===== config.mk =====
export PLATFORM = sky130hd
export DESIGN_NAME = zeroriscy_data_arbiter
export DESIGN_NICKNAME = d
export VERILOG_FILES = /design/src/rtl/zeroriscy_data_arbiter.sv
export SDC_FILE = /design/constraint.sdc
export NUM_CORES = 1
export LEC_CHECK = 0
export BUFFER_PORTS_ARGS = -buffer_cell sky130_fd_sc_hd__buf_2
export CORE_AREA = 2 2 111 113
export CTS_CLUSTER_DIAMETER = 100
export DETAILED_ROUTE_END_ITERATION = 8
export DIE_AREA = 0 0 113 115
export GPL_ROUTABILITY_DRIVEN = 1
export SLEW_MARGIN = 10
export SYNTH_ARGS = -nofsm -noshare
export SYNTH_HDL_FRONTEND = slang
export SYNTH_SLANG_ARGS = --single-unit

===== constraint.sdc =====
create_clock -name clk -period 3.1 [get_ports clk]
set_clock_uncertainty 0.05 [all_clocks]
set_input_delay 0.155 -clock clk [delete_from_list [all_inputs] [get_ports clk]]
set_output_delay 0.155 -clock clk [all_outputs]
set_load 0.01 [all_outputs]

===== src/rtl/zeroriscy_data_arbiter.sv =====
// ----------------------------------------------------------------------------
// zeroriscy_data_arbiter
//
// Shares one pipelined data-bus slave between two masters: the core LSU (m0)
// and a debug/DMA master (m1). The address phase is muxed combinationally.
// Response ownership is tracked in an in-order owner FIFO of depth
// MAX_OUTSTANDING, so every slave response is steered back to the master
// that issued the matching request.
//
// Configuration macro:
//   ZERORISCY_ARB_RR_EN  defined   -> round-robin arbitration on contention
//                        undefined -> fixed priority, m0 always wins
//
// Ports:
//   clk, rst_n                 clock, asynchronous active-low reset
//   m0_* / m1_*                master request side: req/addr/we/be/wdata in,
//                              gnt/rvalid out
//   m_rdata_o                  shared read data (straight from the slave)
//   s_req_o .. s_wdata_o       slave address phase
//   s_gnt_i, s_rvalid_i,
//   s_rdata_i                  slave grant and response
//   err_unexp_o                sticky: response seen with nothing outstanding
//
// Handshake: a slave transaction is accepted in any cycle where
// s_req_o && s_gnt_i; the matching master sees mN_gnt_o in that same cycle.
// Responses return in order, one per s_rvalid_i cycle. Masters keep their
// request stable until granted.
// ----------------------------------------------------------------------------
module zeroriscy_data_arbiter #(
  parameter int unsigned MAX_OUTSTANDING = 2
) (
  input  logic        clk,
  input  logic        rst_n,
  input  logic        m0_req_i,
  input  logic        m1_req_i,
  output logic        m0_gnt_o,
  output logic        m1_gnt_o,
  input  logic [31:0] m0_addr_i,
  input  logic [31:0] m1_addr_i,
  input  logic        m0_we_i,
  input  logic        m1_we_i,
  input  logic [3:0]  m0_be_i,
  input  logic [3:0]  m1_be_i,
  input  logic [31:0] m0_wdata_i,
  input  logic [31:0] m1_wdata_i,
  output logic        m0_rvalid_o,
  output logic        m1_rvalid_o,
  output logic [31:0] m_rdata_o,
  output logic        s_req_o,
  output logic [31:0] s_addr_o,
  output logic        s_we_o,
  output logic [3:0]  s_be_o,
  output logic [31:0] s_wdata_o,
  input  logic        s_gnt_i,
  input  logic        s_rvalid_i,
  input  logic [31:0] s_rdata_i,
  output logic        err_unexp_o
);

  localparam logic [2:0] MAX_CNT  = 3'(MAX_OUTSTANDING);
  localparam logic [1:0] PTR_LAST = 2'(MAX_OUTSTANDING - 1);

  // Owner FIFO: 0 = m0, 1 = m1. Storage is sized for the largest legal
  // depth; pointers wrap at MAX_OUTSTANDING so unused entries are never hit.
  logic       owner_q [4];
  logic [1:0] wptr_q;
  logic [1:0] rptr_q;
  logic [2:0] count_q;
  logic [2:0] count_d;

  // Selection hold: set when the slave saw a request but did not grant it.
  logic       hold_q;
  logic       hold_id_q;
  logic       err_q;

`ifdef ZERORISCY_ARB_RR_EN
  logic       last_q;   // last granted master, 1 = m1
`endif

  logic can_issue;
  logic arb_id;
  logic sel_id;
  logic push;
  logic pop;
  logic head_id;
  logic held_req;

  assign can_issue = (count_q < MAX_CNT);
  assign held_req  = hold_id_q ? m1_req_i : m0_req_i;

  always_comb begin
    arb_id = 1'b0;
    if (hold_q && held_req) begin
      // An ungranted request keeps its slot regardless of priority.
      arb_id = hold_id_q;
    end else if (m0_req_i && m1_req_i) begin
`ifdef ZERORISCY_ARB_RR_EN
      arb_id = ~last_q;
`else
      arb_id = 1'b0;
`endif
    end else begin
      arb_id = m1_req_i;
    end
  end

  // Outputs are forced quiet while reset is asserted.
  assign s_req_o = rst_n & can_issue & (m0_req_i | m1_req_i);
  assign sel_id  = s_req_o & arb_id;

  assign s_addr_o  = sel_id ? m1_addr_i  : m0_addr_i;
  assign s_we_o    = sel_id ? m1_we_i    : m0_we_i;
  assign s_be_o    = sel_id ? m1_be_i    : m0_be_i;
  assign s_wdata_o = sel_id ? m1_wdata_i : m0_wdata_i;

  assign push     = s_req_o & s_gnt_i;
  assign m0_gnt_o = push & ~sel_id;
  assign m1_gnt_o = push &  sel_id;

  // Responses with nothing outstanding are not popped; they only flag error.
  assign pop         = s_rvalid_i & (count_q != 3'd0);
  assign head_id     = owner_q[rptr_q];
  assign m0_rvalid_o = pop & ~head_id;
  assign m1_rvalid_o = pop &  head_id;
  assign m_rdata_o   = s_rdata_i;
  assign err_unexp_o = err_q;

  always_comb begin
    count_d = count_q;
    case ({push, pop})
      2'b10:   count_d = count_q + 3'd1;
      2'b01:   count_d = count_q - 3'd1;
      default: count_d = count_q;
    endcase
  end

  always_ff @(posedge clk or negedge rst_n) begin
    if (!rst_n) begin
      for (int i = 0; i < 4; i++) owner_q[i] <= 1'b0;
      wptr_q    <= 2'd0;
      rptr_q    <= 2'd0;
      count_q   <= 3'd0;
      hold_q    <= 1'b0;
      hold_id_q <= 1'b0;
      err_q     <= 1'b0;
`ifdef ZERORISCY_ARB_RR_EN
      last_q    <= 1'b1;
`endif
    end else begin
      if (push) begin
        owner_q[wptr_q] <= sel_id;
        wptr_q          <= (wptr_q == PTR_LAST) ? 2'd0 : wptr_q + 2'd1;
      end
      if (pop) begin
        rptr_q <= (rptr_q == PTR_LAST) ? 2'd0 : rptr_q + 2'd1;
      end
      count_q   <= count_d;
      hold_q    <= s_req_o & ~s_gnt_i;
      hold_id_q <= sel_id;
      if (s_rvalid_i && (count_q == 3'd0)) begin
        err_q <= 1'b1;
      end
`ifdef ZERORISCY_ARB_RR_EN
      if (push) begin
        last_q <= sel_id;
      end
`endif
    end
  end

endmodule


; ---- Yosys cells after proc, flatten, opt, wreduce, memory -nomap -nowiden
; Index checks and enable logic that the tools add are counted.
[word_totals]
inputBits = 176
output_inout_bits = 107
regBits = 14
word_cells = 61
[op_classes]
reduce_logical = 7
n_eq_ne = 4
mux = 16
n_lt_le_gt_ge = 4
add_sub_neg = 4
bitwise_logic = 16
[op_table]
columns = operator, count
row1 = 2-to-1 mux 32 bit, 2
row2 = bitwise AND 1 bit, 10
row3 = 2-to-1 mux 1 bit, 7
row4 = equality test 2 x 1 -> 1 bit (second input constant), 3
row5 = >= comparator 3 bit (second input constant), 2
row6 = NOT 2 -> 3 bit, 2
row7 = case mux 3 bit (2 select lines), 1
row8 = adder 2 x 1 -> 2 bit (second input constant), 2
row9 = bitwise mux 4 bit, 1
row10 = logical AND 1 bit, 4
row11 = 2-to-1 mux 2 bit, 2
row12 = 2-to-1 mux 4 bit, 1
row13 = adder 3 x 1 -> 3 bit (second input constant), 1
row14 = zero test 3 bit, 1
row15 = < comparator 3 x 1 -> 1 bit (second input constant), 1
row16 = < comparator 3 x 2 -> 1 bit (second input constant), 1
row17 = NOT 1 bit, 3
row18 = nonzero test 3 bit, 1
row19 = subtractor 3 x 1 -> 3 bit (second input constant), 1
row20 = binary-select mux 1 bit (select 2 bit), 1
row21 = demux 1 bit (select 2 bit), 1
row22 = equality test 2 bit (second input constant), 1
row23 = nonzero test 2 bit, 1
row24 = OR 1 bit, 1

; ---- Logic depth before layout (Yosys ltp)
; Gate-level depths: netlist of the first run.
[depth]
word_depth = 6
ltp_mapped = 9
mapped_depth_nobuf = 9

; ---- Least setup slack after synthesis of the first run
; No wires, ideal clock.
[synth_timing]
path_type = register to register
startpoint = reg count_q[2]
endpoint = reg count_q[2]
stages_incl_launch_ff = 10
n_path_buf = 1
slack_ns = 0.928
period_less_slack_ns = 2.172
setup_ns = 0.125
t_arrival_ns = 1.996
path_cell_list = dfrtp_1 or3b_1 buf_2 or2_2 ha_1 inv_1 fa_1 xor2_1 nor2_1 xor2_1
[synth_between]
elab_chain_cells = 6
[synth_rtl]
columns = item, line
row1 = from (decl), 68  ; logic [2:0] count_q;
row2 = from (signal assigned), 157  ; count_q <= count_d;
row3 = < comparator 3 x 2 -> 1 bit, 88  ; assign can_issue = (count_q < MAX_CNT);
row4 = bitwise AND 1 bit (2 in a row), 108  ; assign s_req_o = rst_n & can_issue & (m0_req_i | m1_req_i);
row5 = bitwise AND 1 bit, 116  ; assign push = s_req_o & s_gnt_i;
row6 = equality test 2 x 1 -> 1 bit or equality test 2 bit (tied branches), 130  ; case ({push, pop})
row7 = case mux 3 bit (2 select lines) or nonzero test 2 bit (tied branches), n/a
; Several ways; a longest one is shown, not always the timed one.
; A chain may end at the register's enable or synchronous reset.

; ---- Worst setup path after layout of the first run
[layout_timing]
startpoint = in rst_n
endpoint = out s_wdata_o[25]
[layout_between]
elab_chain_cells = 4
[layout_rtl]
columns = item, line
row1 = from (decl), 33  ; input logic rst_n,
row2 = bitwise AND 1 bit (2 in a row), 108
row3 = bitwise AND 1 bit, 109  ; assign sel_id = s_req_o & arb_id;
row4 = 2-to-1 mux 32 bit, 114  ; assign s_wdata_o = sel_id ? m1_wdata_i : m0_wdata_i;
row5 = to (decl), 53  ; output logic [31:0] s_wdata_o,
; Every way passes these cells.

==> results of run 1 <==
-- Yosys cell counts, drive strengths merged --
cell / n / area share, %
a211oi: 1 / 1.1
a21boi: 1 / 0.43
a21o: 1 / 0.43
a31oi: 1 / 0.36
and2: 1 / 0.36
and3: 1 / 0.36
buf: 41 / 18
dfrtp: 14 / 20
fa: 1 / 1.1
ha: 1 / 0.71
inv: 7 / 1.5
mux2: 73 / 47
mux2i: 1 / 0.57
mux4: 1 / 1.3
nand2: 1 / 0.21
nand2b: 1 / 0.36
nor2: 5 / 1.1
nor3: 2 / 0.57
nor4: 4 / 1.4
o21ai: 1 / 0.28
or2: 1 / 0.36
or3b: 1 / 0.50
xnor2: 3 / 1.5
xor2: 2 / 1.0
-- worst paths after layout --
| check | startpoint | endpoint | slack, ns | cells past startpoint |
|---|---|---|---|---|
| min in group asynchronous | rst_n | err_unexp_o | 0.34 | 3 |
| worst min-delay path | s_gnt_i | hold_q | 0.08 | 2 |
| max in group asynchronous | rst_n | hold_id_q | 2.49 | 3 |
| worst min register to register | err_unexp_o | err_unexp_o | 0.41 | 1 |
| worst max-delay path | rst_n | s_wdata_o[25] | 0.24 | 7 |
| worst max register to register | count_q[2] | count_q[2] | 0.76 | 8 |
-- registers in the layout, summed over array words and instances, names as in the netlist --
name,flops
count_q,3
wptr_q,2
owner_q,4
rptr_q,2
err_unexp_o,1
hold_q,1
hold_id_q,1
-- layer usage --
layer,routed length [µm],global-route usage [%],vias up
li1,-,-,922
met3,700,2.21,8
met1,2640,10.6,886
met5,0,0,-
met2,3560,15.7,121
met4,107,2.52,0
-- kinds of logic (layout without fill, tap and decap cells) --
kind of cell / count (synthesis) / count (layout) / synth area share, %
AOI/OAI and AO/OA: 5 / 5 / 2.63
xor gates and xnor gates: 5 / 5 / 2.49
adders and majority gates: 2 / 2 / 1.85
buffers and inverters: 48 / 232 / 19.3
DFF: 14 / 14 / 19.9
muxes: 75 / 75 / 48.6
and+or+nand+nor: 17 / 17 / 5.20
-- repair_timing --
item | 4_1_cts | 5_1_grt
hold endpoints to repair | 14 | 0
setup endpoints to repair | 0 | 0
hold buffers | 1 | 0
-- through the flow --
| stage | power (W) | utilization (%) | setup slack [ns] |
|---|---|---|---|
| 6_report | 0.00108 | 24.2 | 0.237 |
| 4_1_cts | 0.00109 | 24.2 | 0.233 |
| 5_1_grt | 0.00114 | 24.2 | 0.144 |
| 3_3_place_gp | 0.000819 | 23.4 | 0.667 |
| 3_5_place_dp | 0.000837 | 23.4 | 0.601 |
| 2_1_floorplan | 0.000641 | - | 0.928 |
-- power breakdown --
group | leakage (nW) | switching, W | internal (W)
clock | 0.0370 | 0.0000692 | 0.000168
sequential | 0.177 | 0.0000532 | 0.000241
combinational | 1.28 | 0.000260 | 0.000283
total | 1.50 | 0.000382 | 0.000693
-- final cells by class --
| class | instances | share of cell area, % |
|---|---|---|
| Inverter | 7 | 0.921 |
| Timing Repair Buffer | 222 | 40.3 |
| Tap cell | 147 | 6.45 |
| Sequential cell | 14 | 12.3 |
| Clock buffer | 3 | 2.63 |
| Multi-Input combinational cell | 104 | 37.5 |
-- worst register-to-register path, delay by kind of cell, from the launching register on --
kind	cells	cell delay, ns
simple gates	3	0.99
fa+ha+maj	2	0.41
flops	1	0.40
xor+xnor	2	0.29
buf+inv	1	0.08
==> results.py, run 1 <==
metrics = {
    "run_status": {
        "status": "finished with violations",
        "violations": "design-rule violations",
    },
    "grt": {
        "grt_pass1_vias": 1901,
        "overflow": 0,
        "antenna_found_initial": 0,
        "grt_pass1_wl_mm": 9.25,
        "grt.total_usage_pct": 8.86,
        "grt_max_degree": 37,
    },
    "worst_setup_path": {
        "crit_chain": "dlygate4sd3_1, buf_2, or3b_1, a211oi_4, buf_12, mux2_1, buf_2",
        "crit_top_cell": "buf_2",
        "worst-setup-path-type": "primary input to output pin",
        "cp-end-kind": "output pin",
        "crit_fanout": 36,
        "startpoint_type": "primary input",
        "critical_path_buf_inv_count": 4,
        "cp_slowest_cell": "dlygate4sd3_1",
        "path_delay_family": "buffers and inverters",
        "cp.required_ns": 2.89,
        "slowest_delay_ns": 0.52,
        "cp_data_arrival_time_ns": 2.66,
    },
    "sta": {
        "rsz0062_at_grt": "false",
        "period_share_pct": 92.4,
        "maxSlewHeadroom_pct": 65.6,
        "maxSlewViolCount": 0,
        "timing.final.crit_period_ns": 2.86,
        "hold_viol_final": 0,
        "fmax_ghz": 0.349,
        "tns_ns": 0,
        "whs_ns": 0.0777,
        "setup_violations": 0,
        "tightest_slew_ns": 0.515,
    },
    "clock_tree": {
        "cts.sinks": 14,
        "cts_tree": "done",
        "worstSkewPairLatency_ns": 0.24,
        "clockBufferDepth": 2,
        "post_cts_resized": 0,
        "post_cts_buffers": 0,
        "numCtsBuffers": 3,
        "cts.htree.levels": 1,
        "cts.clk_slew.worst_paths_ns": 0.04,
        "root_buffer": "clkbuf_16",
    },
    "routing": {
        "first_pass_iters": 6,
        "via_count": 1937,
        "viasPerCell": 3.90,
        "drt_iter0_drc": 47,
        "ant_nets": 0,
        "drt_wl_total_mm": 7.00,
        "drc": 20,
        "wire_per_inst_um": 14.1,
    },
    "worst_hold_path": {
        "min_path_type": "primary input to register",
    },
    "cells_and_area": {
        "area_growth_pct": 62.3,
        "finalNetCount": 530,
        "layout.cells.non_filler": 497,
        "num_antenna_cells": 0,
        "multi_input_area_um2": 1070,
        "regArea_um2": 350,
        "drive_gt1_share_pct": 76.3,
        "final_cell_mix": "buf_2, mux2_2, mux2_1, dfrtp_1, inv_1",
        "n_fill_cell": 1284,
        "final_common_cell": "buf_2",
        "design_area_um2": 2850,
    },
    "floorplanning": {
        "die_h_um": 115,
        "die_w_um": 113,
        "core-area_um2": 11800,
        "floorplan.initialDensity_pct": 14.9,
        "dieArea_um2": 13000,
        "rows": 40,
        "ioPinCount": 283,
    },
    "placement": {
        "dp_cells": 493,
        "dpl-instance-area_um2": 2770,
        "gp_congestion": 0.939,
        "portBuffers": 218,
        "place.detailed.hpwl_mm": 6.18,
    },
    "run": {
        "cap_viol_max_count": 0,
    },
    "synth": {
        "avgSynthCellArea_um2": 10.6,
        "yosysWarnings": 0,
        "yosysSeqAreaShare_pct": 19.9,
        "synth.net_count": 344,
        "syn-instance-count": 166,
        "syn_area_um2": 1760,
        "synth_cell_type_count": 27,
        "yosys_register_bits": 14,
    },
    "pwr": {
        "cellPowerDensity_nw_per_um2": 377,
        "leakage_nw": 1.50,
        "ir_worst_vdd_v": 0.000405,
    },
}
Note: power is estimated with default switching activity, not from simulation.
==> inputs of run 2 (changes only) <==
==> constraint.sdc (replaced) <==
create_clock -name clk -period 3.1 [get_ports clk]
set_clock_uncertainty 0.05 [all_clocks]
set_input_delay 0.62 -clock clk [delete_from_list [all_inputs] [get_ports clk]]
set_output_delay 0.62 -clock clk [all_outputs]
set_load 0.01 [all_outputs]
==> run 2 against run 1 <==
The run still ends with design-rule violations left. Sequential cell count did not move. Hold slack better by 0.19 ns. Total power down 0.82%. Count of clock-buffer cells in the layout unchanged. Routed wire length grew 0.90%. Die area is the same. Critical path depth shrank 1. Critical path type unchanged. Largest cell class unchanged.
==> results.py, run 2 (synthesized netlist as in run 1, its figures left out) <==
metrics = {
    "sta": {
        "hold_viol_final": 0,
        "timing.final.crit_period_ns": 2.95,
        "fmax_ghz": 0.339,
        "setup_violations": 0,
        "period_share_pct": 95.3,
        "tns_ns": 0,
        "rsz0062_at_grt": "false",
        "tightest_slew_ns": 0.514,
        "finalWorstSetupSlack_ns": 0.146,
        "whs_ns": 0.268,
        "maxSlewViolCount": 0,
        "maxSlewHeadroom_pct": 65.4,
    },
    "pwr": {
        "power.share.clock_pct": 21.9,
        "ir_worst_vdd_v": 0.000520,
        "cellPowerDensity_nw_per_um2": 374,
        "combPwrFrac_pct": 50.8,
        "leakage_nw": 1.50,
        "p_seq_share_pct": 27.3,
        "p_int_w": 0.000696,
        "p_total_w": 0.00107,
        "power.switching_w": 0.000371,
        "switching_share_pct": 34.7,
    },
    "routing": {
        "drc": 20,
        "via_count": 1952,
        "first_pass_iters": 6,
        "drt_iter0_drc": 74,
        "viasPerCell": 3.93,
        "wire_per_inst_um": 14.2,
        "drt_wl_total_mm": 7.07,
        "ant_nets": 0,
    },
    "cells_and_area": {
        "num_antenna_cells": 0,
        "area_growth_pct": 62.1,
        "final_cell_mix": "buf_2, mux2_2, mux2_1, dfrtp_1, inv_1",
        "finalNetCount": 530,
        "final_common_cell": "buf_2",
        "reg.largest.list": "owner_q x4, count_q x3",
        "largest_reg_flops": 4,
        "drive_gt1_share_pct": 76.6,
        "design_area_um2": 2850,
        "top_register": "owner_q",
    },
    "worst_setup_path": {
        "cp-end-kind": "output pin",
        "startpoint_type": "primary input",
        "crit_fanout": 40,
        "worst-setup-path-type": "primary input to output pin",
        "cp.required_ns": 2.43,
        "cp_data_arrival_time_ns": 2.28,
        "reg2reg_depth": 9,
    },
    "placement": {
        "gp_congestion": 0.828,
        "dp_slack_ns": 0.155,
        "place.detailed.hpwl_mm": 6.29,
        "portBuffers": 218,
        "dpl-instance-area_um2": 2780,
    },
    "run": {
        "cap_viol_max_count": 0,
    },
    "grt": {
        "antenna_found_initial": 0,
        "grt_pass1_vias": 1803,
        "grt_max_degree": 41,
        "overflow": 0,
        "grt_pass1_wl_mm": 9.47,
        "grt.total_usage_pct": 9.04,
    },
    "clock_tree": {
        "cts_hold_buf": 0,
        "worstSkewPairLatency_ns": 0.24,
        "cts.sinks": 14,
        "cts.htree.levels": 1,
        "cts_tree": "done",
        "root_buffer": "clkbuf_16",
        "cts.clk_slew.worst_paths_ns": 0.04,
        "clockBufferDepth": 2,
        "post_cts_buffers": 0,
        "post_cts_resized": 0,
        "numCtsBuffers": 3,
    },
    "floorplanning": {
        "die_w_um": 113,
        "floorplan.initialDensity_pct": 14.9,
        "die_h_um": 115,
        "core-area_um2": 11800,
        "rows": 40,
        "dieArea_um2": 13000,
        "ioPinCount": 283,
    },
    "run_status": {
        "status": "finished with violations",
        "violations": "design-rule violations",
    },
    "worst_hold_path": {
        "min_path_type": "primary input to async pin",
    },
}
[run 2: changes by cell type in the layout (fill, tap and decap cells not counted)]
cell / before / now
buf_4: 1 / 2
dlygate4sd3_1: 1 / 0
[run 2: final timing paths]
check / startpoint / slack [ns] / end
min in group clk: err_unexp_o / 0.41 / err_unexp_o
worst max register to register: count_q[2] / 0.74 / count_q[2]
worst min-delay path: rst_n / 0.27 / count_q[2]
max in group asynchronous: rst_n / 2.56 / owner_q[2]
worst min register to register: err_unexp_o / 0.41 / err_unexp_o
worst max-delay path: rst_n / 0.15 / s_wdata_o[31]
[run 2: layout make-up]
cell class | instances | area (µm²)
Fill cell | 1277 | 8960
Timing Repair Buffer | 222 | 1150
Multi-Input combinational cell | 104 | 1070
Sequential cell | 14 | 350
Tap cell | 147 | 184
Clock buffer | 3 | 75.1
Inverter | 7 | 26.3
[run 2: worst max-delay path: stages]
cell	delay, ns
buf_2	0.08
or3b_1	0.40
a211oi_4	0.34
buf_12	0.26
mux2_2	0.40
buf_2	0.15
[run 2: per-stage QoR]
stage | std cells | utilization (%)
floorplan | 166 | -
global placement | 494 | 23.5
detailed placement | 494 | 23.5
CTS | 497 | 24.1
global route | 497 | 24.1
finish | 497 | 24.1
[run 2: routing by layer]
layer	up-vias	track usage [%]	wire (µm)
met2	117	16.4	3730
met4	0	1.38	67
met1	911	10.9	2590
met3	6	2.48	684
met5	-	0	0
li1	918	-	-
[run 2: power groups by stage]
stage / clock (W) / sequential [W] / combinational (W)
floorplan: 0 / 0.000283 / 0.000358
CTS: 0.000238 / 0.000291 / 0.000549
global route: 0.000244 / 0.000298 / 0.000593
finish: 0.000233 / 0.000291 / 0.000542
detailed placement: 0 / 0.000291 / 0.000545
global placement: 0 / 0.000290 / 0.000532
==> inputs of run 3 (changes only) <==
--- a/config.mk
+++ b/config.mk
@@ -6,11 +6,14 @@
 export NUM_CORES = 1
 export LEC_CHECK = 0
 export BUFFER_PORTS_ARGS = -buffer_cell sky130_fd_sc_hd__buf_2
-export CORE_AREA = 2 2 111 113
+export CELL_PAD_IN_SITES_DETAIL_PLACEMENT = 0
+export CELL_PAD_IN_SITES_GLOBAL_PLACEMENT = 1
+export CORE_AREA = 2 2 108 110
 export CTS_CLUSTER_DIAMETER = 100
 export DETAILED_ROUTE_END_ITERATION = 8
-export DIE_AREA = 0 0 113 115
+export DIE_AREA = 0 0 110 112
 export GPL_ROUTABILITY_DRIVEN = 1
+export PLACE_DENSITY_LB_ADDON = 0.1
 export SLEW_MARGIN = 10
 export SYNTH_ARGS = -nofsm -noshare
 export SYNTH_HDL_FRONTEND = slang
==> run 3 against run 2 <==
Register-to-register slack got worse by 0.04 ns. Routed wire length increased by 26%. Sequential share of layout area decreased by 0.14 points. Sequential power about the same. Combinational power increased by 2%. Count of clock-buffer cells in the layout increased by 1. Largest cell class unchanged. The run now ends clean. Via count decreased by 0.61%. Die area decreased by 5.2%. Critical path depth unchanged. Utilization increased by 1.7 points.
==> results.py, run 3 (synthesized netlist as in run 1, its figures left out) <==
metrics = {
    "run_status": {
        "status": "complete, no violations",
    },
    "placement": {
        "gp_congestion": 0.884,
        "portBuffers": 218,
        "place.detailed.hpwl_mm": 7.74,
        "dpl-instance-area_um2": 2770,
        "dp_slack_ns": 0.0282,
    },
    "cells_and_area": {
        "num_antenna_cells": 0,
        "area_growth_pct": 64.1,
        "reg.largest.list": "owner_q x4, count_q x3",
        "finalNetCount": 531,
        "largest_reg_flops": 4,
        "final_cell_mix": "buf_2, mux2_2, mux2_1, dfrtp_1, inv_1",
        "n_fill_cell": 1227,
        "design_area_um2": 2880,
        "final_common_cell": "buf_2",
        "top_register": "owner_q",
        "utilization_pct": 25.8,
        "drive_gt1_share_pct": 76.7,
    },
    "pwr": {
        "cellPowerDensity_nw_per_um2": 387,
        "ir_worst_vdd_v": 0.000269,
        "leakage_nw": 1.52,
    },
    "grt": {
        "antenna_found_initial": 0,
        "grt_max_degree": 46,
        "overflow": 0,
        "grt_pass1_vias": 1952,
        "grt_pass1_wl_mm": 11.7,
        "grt.total_usage_pct": 12.7,
    },
    "floorplanning": {
        "rows": 39,
        "die_w_um": 110,
        "die_h_um": 112,
        "ioPinCount": 283,
        "core-area_um2": 11200,
        "floorplan.initialDensity_pct": 15.7,
        "dieArea_um2": 12300,
    },
    "worst_setup_path": {
        "worst-setup-path-type": "primary input to output pin",
        "cp_slowest_cell": "or3b_1",
        "slowest_delay_ns": 0.41,
        "startpoint_type": "primary input",
        "crit_top_cell": "buf_2",
        "cp-end-kind": "output pin",
        "cp_data_arrival_time_ns": 2.34,
        "r2r_slack_ns": 0.70,
        "cp.required_ns": 2.43,
        "crit_fanout": 23,
        "crit_chain": "buf_2, or3b_1, a211oi_4, buf_12, mux2_1, buf_2",
    },
    "sta": {
        "maxSlewHeadroom_pct": 68.9,
        "tightest_slew_ns": 0.462,
        "tns_ns": 0,
        "finalWorstSetupSlack_ns": 0.0885,
        "setup_violations": 0,
        "period_share_pct": 97.1,
        "maxSlewViolCount": 0,
        "fmax_ghz": 0.332,
        "whs_ns": 0.274,
        "timing.final.crit_period_ns": 3.01,
        "hold_viol_final": 0,
    },
    "routing": {
        "drt_iter0_drc": 43,
        "viasPerCell": 3.92,
        "ant_nets": 0,
        "first_pass_iters": 4,
        "via_count": 1940,
        "drt_wl_total_mm": 8.88,
        "drc": 0,
        "wire_per_inst_um": 17.9,
    },
    "clock_tree": {
        "cts.clk_slew.worst_paths_ns": 0.05,
        "cts.htree.levels": 1,
        "cts_tree": "done",
        "clockBufferDepth": 2,
        "numCtsBuffers": 3,
        "root_buffer": "clkbuf_16",
        "cts.sinks": 14,
        "post_cts_resized": 0,
        "worstSkewPairLatency_ns": 0.24,
    },
    "run": {
        "cap_viol_max_count": 0,
    },
    "worst_hold_path": {
        "min_path_type": "primary input to async pin",
    },
}
[run 3: power by group]
group          total, W  leakage, nW  switching (W)  internal [W]
registers      0.000292        0.177      0.0000509      0.000241
logic          0.000555         1.29       0.000264      0.000291
clock network  0.000269       0.0442      0.0000737      0.000195
[run 3: final cells by class]
cell class / count / area (µm²) / share of cell area (%)
repair buffers: 223 / 1170 / 40.6
multi-input cells: 104 / 1070 / 37.0
well taps: 143 / 179 / 6.20
clock buffers: 4 / 88.8 / 3.08
inverters: 7 / 26.3 / 0.911
flip-flops and latches: 14 / 350 / 12.1
[run 3: per-layer routing]
metal | track usage (%) | vias to the layer above | wire, µm
li1 | - | 924 | -
met2 | 22.9 | 117 | 4460
met3 | 1.76 | 6 | 777
met4 | 1.10 | 0 | 15
met1 | 16.6 | 893 | 3630
met5 | 0 | - | 0
[run 3: path summary, 6_finish.rpt]
kind                        startpoint             to  cells past startpoint
min reg2reg                err_unexp_o    err_unexp_o                      1
max reg2reg                 count_q[2]     count_q[2]                      9
max in group asynchronous        rst_n    err_unexp_o                      2
min                              rst_n      hold_id_q                      2
min in group clk           err_unexp_o    err_unexp_o                      1
max                              rst_n  s_wdata_o[25]                      6
[run 3: worst max-delay path: cells and delay by family]
family          cells  cell delay, ns
buf+inv             3            0.49
simple gates        1            0.41
mux                 1            0.41
compound gates      1            0.39
[run 3: repair_timing]
item                                    4_1_cts  5_1_grt
endpoints found under the hold margin         0        0
setup buffers                                 0        0
hold buffers                                  0        0
endpoints found under the setup margin        0        1
[run 3: through the flow]
step / instances / total power [W]
floorplan: 166 / 0.000641
global placement: 490 / 0.000853
detailed placement: 490 / 0.000854
CTS: 494 / 0.00114
global route: 495 / 0.00120
finish: 495 / 0.00112
